$ cat config.mk
export PLATFORM = sky130hd
export DESIGN_NAME = hvac_scheduler
export DESIGN_NICKNAME = d
export VERILOG_FILES = /design/src/rtl/hvac_scheduler.sv
export SDC_FILE = /design/constraint.sdc
export NUM_CORES = 1
export LEC_CHECK = 0
export ABC_AREA = 0
export CELL_PAD_IN_SITES_DETAIL_PLACEMENT = 0
export CELL_PAD_IN_SITES_GLOBAL_PLACEMENT = 2
export CORE_ASPECT_RATIO = 1.4
export CORE_MARGIN = 1
export CORE_UTILIZATION = 29
export DETAILED_ROUTE_END_ITERATION = 8
export PLACE_DENSITY = 0.83
export SLEW_MARGIN = 20
export SYNTH_ARGS = -nofsm -noshare
export SYNTH_HDL_FRONTEND = slang
export SYNTH_SLANG_ARGS = --single-unit
export TNS_END_PERCENT = 20
$ cat constraint.sdc
create_clock -name clk -period 2.3 [get_ports clk]
set_clock_uncertainty 0.2 [all_clocks]
set_input_delay 0.23 -clock clk [delete_from_list [all_inputs] [get_ports clk]]
set_output_delay 0.23 -clock clk [all_outputs]
set_load 0.02 [all_outputs]
$ cat src/rtl/hvac_scheduler.sv
// hvac_scheduler: hysteresis-based heat/cool mode sequencer with
// minimum-run / minimum-rest protection and a sticky sensor-fault lockout.
module hvac_scheduler #(
  parameter logic [4:0] HEAT_ON  = 5'd18,
  parameter logic [4:0] HEAT_OFF = 5'd20,
  parameter logic [4:0] COOL_ON  = 5'd22,
  parameter logic [4:0] COOL_OFF = 5'd20,
  parameter int         MIN_RUN  = 8,
  parameter int         MIN_REST = 4,
  parameter int         CNT_W    = 8
) (
  input  logic       clk,
  input  logic       rst,
  input  logic       enable,
  input  logic       sample_en,
  input  logic [4:0] temperature,
  output logic       heating,
  output logic       cooling,
  output logic [1:0] state,
  output logic       fault
);

  typedef enum logic [1:0] {
    IDLE = 2'b00,
    HEAT = 2'b01,
    COOL = 2'b10,
    REST = 2'b11
  } state_t;

  // Timer values at which a run may end / a rest ends. Guarded so a zero
  // parameter does not underflow.
  localparam logic [CNT_W-1:0] RUN_LAST  = CNT_W'((MIN_RUN  > 0) ? MIN_RUN  - 1 : 0);
  localparam logic [CNT_W-1:0] REST_LAST = CNT_W'((MIN_REST > 0) ? MIN_REST - 1 : 0);
  localparam logic [CNT_W-1:0] TIMER_MAX = {CNT_W{1'b1}};

  state_t             state_reg, state_next;
  logic [CNT_W-1:0]   timer_reg, timer_next;
  logic               fault_reg;
  logic               heating_reg, cooling_reg;
  logic               fault_detect;
  logic               run_done;

  // Next-state and timer logic; a fault seen this cycle already blocks IDLE exits.
  always_comb begin
    state_next   = state_reg;
    timer_next   = timer_reg;
    fault_detect = sample_en && ((temperature == 5'd0) || (temperature == 5'd31));
    run_done     = (timer_reg >= RUN_LAST);

    case (state_reg)
      IDLE: begin
        if (enable && sample_en && !fault_reg && !fault_detect) begin
          if (temperature <= HEAT_ON)
            state_next = HEAT;
          else if (temperature >= COOL_ON)
            state_next = COOL;
        end
      end
      HEAT: begin
        if (fault_detect)
          state_next = REST;
        else if (run_done && (!enable || (sample_en && (temperature >= HEAT_OFF))))
          state_next = REST;
      end
      COOL: begin
        if (fault_detect)
          state_next = REST;
        else if (run_done && (!enable || (sample_en && (temperature <= COOL_OFF))))
          state_next = REST;
      end
      REST: begin
        if (timer_reg >= REST_LAST)
          state_next = IDLE;
      end
      default: state_next = IDLE;
    endcase

    if (state_next != state_reg)
      timer_next = '0;
    else if (timer_reg != TIMER_MAX)
      timer_next = timer_reg + 1'b1;
  end

  // State, timer, sticky fault and drive registers; drives lag state by one clock.
  always_ff @(posedge clk) begin
    if (rst) begin
      state_reg   <= IDLE;
      timer_reg   <= '0;
      fault_reg   <= 1'b0;
      heating_reg <= 1'b0;
      cooling_reg <= 1'b0;
    end else begin
      state_reg   <= state_next;
      timer_reg   <= timer_next;
      fault_reg   <= fault_reg | fault_detect;
      heating_reg <= (state_reg == HEAT);
      cooling_reg <= (state_reg == COOL);
    end
  end

  assign state   = state_reg;
  assign heating = heating_reg;
  assign cooling = cooling_reg;
  assign fault   = fault_reg;

endmodule

==> reports/metrics.yaml, run 1 <==
floorplan:
  start_util_pct: 30.77
  die-area_um2: 2992
  num_io_pins: 14
  die_h_um: 64.32
  design.core.area_um2: 2615
  die_w_um: 46.52
  rows: 22
clock_network:
  clock_latency_ns: 0.26
  cts_buffers: 3
  cts.sinks: 13
  htreeDepth: 1
  cts_resized: 0
  clock-root-buffer: "clkbuf_4"
  clk_pin_slew_ns: 0.07
  post_cts_buffers: 0
  max-clock-path-buffers: 2
  cts_tree: "built"
  hold_buffers: 0
yosys:
  synth_area_per_cell_um2: 8.209
  synthFlopType: "dfxtp_1"
  synth.area.top_cells: "dfxtp_1 32%, nor2_1 9.8%, nand3_1 4.4%"
  ys_types: 39
  ys_top_cells_by_count: "21 x nor2_1, 13 x dfxtp_1, 7 x nand3_1, 6 x nand2_1, 5 x a21oi_1"
  synth-warning-count: 0
  syn_inst: 98
  synth.most_common_cell: "nor2_1"
  synth-edff-count: 0
  synth_top_area_share_pct: 32.35
  syn_area_um2: 804.5
  ys_async_sr_fraction_pct: 0
  synth_largest_area_cell: "dfxtp_1"
  synth_seq_cells: 13
  syn-num-nets: 108
  synth-seq-area-share_pct: 32.35
timing:
  worst_pin_slew_ns: 0.4484
  slew_viol_final: 0
  fin_crit_sh_pct: 87.62
  rsz0062_at_grt: "false"
  fin_tns_setup_ns: 0
  setup_violations: 0
  max_freq_ghz: 0.4962
  hold_viol: 0
  relSlewSlack_pct: 70.02
  min_period_ns: 2.015
global_route:
  grt_pass1_wl_mm: 3.415
  grt.overflow.total: 0
  antenna_found_initial: 0
  grt_max_degree: 10
  grt_pass1_vias: 808
  track_usage_pct: 15.27
placed_design:
  gp_routability_congestion: 0.8028
  dp_cells: 149
  io_buffers: 13
  dp_hpwl_mm: 1.543
finish:
  syn_to_final_growth_pct: 26.91
  fin_cells: 153
  fillerInstances: 283
  drive_gt1_share_pct: 11.11
  layout.nets: 128
  largest_register_ffs: 8
  antenna_cells: 0
routing:
  wl_per_cell_um: 12.86
  num_vias: 803
  drcViolationCount: 0
  first_pass_iters: 4
  drt-initial-drc-count: 19
  ant_nets: 0
  routed_wl_mm: 1.968
  vias_per_cell: 5.248
pwr:
  vdd_drop_max_mv: 0.3856
  p_per_area_nw_per_um2: 585.4
  leakage_nw: 0.3840
setup_path:
  worstPathArrival_ns: 2.02
  path_class: "reg -> reg"
  worst-path-max-fanout: 8
  startpoint_type: "flop"
  cpMaxStageDelayCell: "a211oi_1"
  cp_data_required_time_ns: 2.31
  crit_path_max_incr_delay_ns: 0.40
  crit_chain: "ha_1 > a211oi_1 > a21oi_1 > a22oi_4 > o2111ai_1 > nor2_1"
  end_kind: "flop"
hold_path:
  min_path_type: "reg -> reg"
run:
  cap_violations: 0
outcome:
  outcome: "complete, no violations"
## through the flow
stage	instance area (µm²)	worst slack (ns)	utilization [%]	hold slack, ns	total power, mW
after global routing	1021	0.1623	39.04	0.3597	0.6412
final	1021	0.2847	39.04	0.3130	0.5977
after floorplan	804.5	0.5439	-	0.09941	0.3997
after global placement	994.7	0.1522	38.04	0.2957	0.4661
after detailed placement	994.7	0.1620	38.04	0.3076	0.4706
after CTS	1021	0.2796	39.04	0.3218	0.6059
## critical path, delay by kind of cell, from the launching register on
family,cells,cell delay (ns)
fa+ha+maj,1,0.28
simple gates,1,0.10
compound gates,4,1.04
flops,1,0.34
## layout by cell type (no fill, tap or decap), drive strengths merged, types with 3 or more instances in the layout
master,count
nand3,7
and4,3
nor2,21
nand4,3
a21oi,5
o211ai,3
a31oi,5
clkbuf,4
buf,4
clkdlybuf4s50,13
nand2,6
dfxtp,13
## cell families after synthesis
family	synth area share [%]
multiplexers	2.644
AND/OR/NAND/NOR	33.13
flip-flops	32.35
XOR/XNOR	1.089
buffers and inverters	2.799
adder cells (fa/ha/maj)	1.555
AO/OA/AOI/OAI	26.44
## final cells by class
class / count / area (µm²) / area share, %
multi-input cells: 81 / 521.8 / 51.10
flip-flops and latches: 13 / 260.3 / 25.49
repair buffers: 17 / 160.2 / 15.69
well taps: 36 / 45.04 / 4.412
clock buffers: 4 / 26.28 / 2.574
inverters: 2 / 7.507 / 0.7353
## final timing paths
path / startpoint / to / slack, ns / cells past startpoint
worst max-delay path: timer_reg[0] / timer_reg[6] / 0.28 / 6
worst min-delay path: fault / fault / 0.31 / 2
worst max register to register: timer_reg[0] / timer_reg[6] / 0.28 / 6
worst min register to register: fault / fault / 0.31 / 2
## per-layer routing
layer,global-route usage [%],share of wire (%),vias up
li1,-,-,416
met1,17.41,45,371
met2,26.22,52,16
met3,4.520,3.7,0
met4,4.044,0,0
met5,0,0,-
## power breakdown
part	internal (mW)	leakage (nW)	switching, mW	total, mW
logic	0.0884	0.263	0.0991	0.188
clock network	0.0671	0.0150	0.0658	0.133
registers	0.250	0.106	0.0272	0.277
No activity file was read; power rests on OpenSTA's default activity.
==> run 2, diff against run 1 <==
Settings changed: SLEW_MARGIN 20 to unset, TNS_END_PERCENT 20 to unset.
==> results of run 2 <==
No change in the layout: final DEF, timing and power equal those of run 1.
==> run 3, diff against run 2 <==
Settings changed: CORE_MARGIN 1 to 5.
==> run 3 against run 2 <==
Register-to-register slack about the same. Cell count unchanged. Combinational power about the same. Critical path depth unchanged. Critical endpoint unchanged. Highest routed layer is now met4.
==> reports/metrics.yaml, run 3 (synthesis gave the netlist of run 1 again) <==
setup_path:
  worstPathArrival_ns: 2.02
  path_class: "reg -> reg"
  worst-path-max-fanout: 8
  end_kind: "flop"
  startpoint_type: "flop"
  cp_data_required_time_ns: 2.31
clock_network:
  clock_latency_ns: 0.27
  cts_resized: 0
  max-clock-path-buffers: 2
  cts_buffers: 3
  hold_buffers: 0
  clock-root-buffer: "clkbuf_4"
  post_cts_buffers: 0
  cts_tree: "built"
  clk_pin_slew_ns: 0.08
  htreeDepth: 1
  cts.sinks: 13
timing:
  whs_ns: 0.2981
  layout_setup_ws_ns: 0.2920
  fin_crit_sh_pct: 87.30
  rsz0062_at_grt: "false"
  slew_viol_final: 0
  min_period_ns: 2.008
  setup_violations: 0
  worst_pin_slew_ns: 0.3937
  fin_tns_setup_ns: 0
  max_freq_ghz: 0.4980
  relSlewSlack_pct: 73.60
  hold_viol: 0
finish:
  layout_common_cells: "21 x nor2_1, 13 x dfxtp_1, 13 x clkdlybuf4s50_1, 7 x nand3_1, 6 x nand2_1"
  largest_register_ffs: 8
  drive_gt1_share_pct: 11.11
  stdcell_area_um2: 1021
  fillerInstances: 294
  layout.nets: 128
  antenna_cells: 0
  syn_to_final_growth_pct: 26.91
  final_common_cell: "nor2_1"
placed_design:
  io_buffers: 13
  dpl_cell_area_um2: 994.7
  pre_cts_slack_ns: 0.08381
  gp_routability_congestion: 0.7939
  dp_hpwl_mm: 1.549
global_route:
  antenna_found_initial: 0
  grt_pass1_vias: 788
  grt_pass1_wl_mm: 3.539
  grt_max_degree: 10
  grt.overflow.total: 0
  track_usage_pct: 12.01
routing:
  ant_nets: 0
  first_pass_iters: 4
  drt-initial-drc-count: 29
  num_vias: 804
  wl_per_cell_um: 13.25
  vias_per_cell: 5.255
  drcViolationCount: 0
  routed_wl_mm: 2.028
floorplan:
  num_io_pins: 14
  die_h_um: 72.32
  rows: 22
  design.core.area_um2: 2643
  die_w_um: 54.52
  die-area_um2: 3943
  start_util_pct: 30.45
pwr:
  vdd_drop_max_mv: 0.4722
  leakage_nw: 0.3840
  finalPower_uw: 601.9
  p_per_area_nw_per_um2: 589.5
outcome:
  outcome: "complete, no violations"
run:
  cap_violations: 0
hold_path:
  min_path_type: "reg -> reg"
[run 3: cell counts in the layout (fill, tap and decap cells not counted)]
Identical to the previous run, type by type.
[run 3: metal layers]
| layer | up-vias | wire length (µm) | GRT usage (%) |
|---|---|---|---|
| li1 | 411 | - | - |
| met1 | 374 | 895 | 13.89 |
| met2 | 13 | 1001 | 19.97 |
| met3 | 6 | 81 | 2.669 |
| met4 | 0 | 49 | 6.094 |
| met5 | - | 0 | 0 |
[run 3: layout make-up]
type	instances	area [µm²]	share of cell area, %
well taps	36	45.04	4.412
clock buffers	4	26.28	2.574
multi-input cells	81	521.8	51.10
repair buffers	17	160.2	15.69
flip-flops and latches	13	260.3	25.49
inverters	2	7.507	0.7353
[run 3: where the power goes]
part	switching, mW	total, mW	leakage (nW)	internal (mW)
sequential	0.0267	0.277	0.106	0.250
clock	0.0732	0.140	0.0150	0.0672
combinational	0.0971	0.185	0.263	0.0876
[run 3: critical path, stage by stage, from the launching register on]
cell	delay, ns
dfxtp_1	0.34
ha_1	0.28
a211oi_1	0.42
a22oi_1	0.17
o21ai_1	0.24
a31oi_4	0.17
nor2_1	0.13
[run 3: final timing paths]
check | from | endpoint | slack, ns | cells after the start
worst min-delay path | fault | fault | 0.30 | 2
worst min register to register | fault | fault | 0.30 | 2
worst max register to register | timer_reg[0] | timer_reg[6] | 0.29 | 6
worst max-delay path | timer_reg[0] | timer_reg[6] | 0.29 | 6
[run 3: through the flow]
step                      cells  util [%]
final                       153     38.64
after global routing        153     38.64
after CTS                   153     38.64
after detailed placement    149     37.64
after global placement      149     37.64
after floorplan              98         -
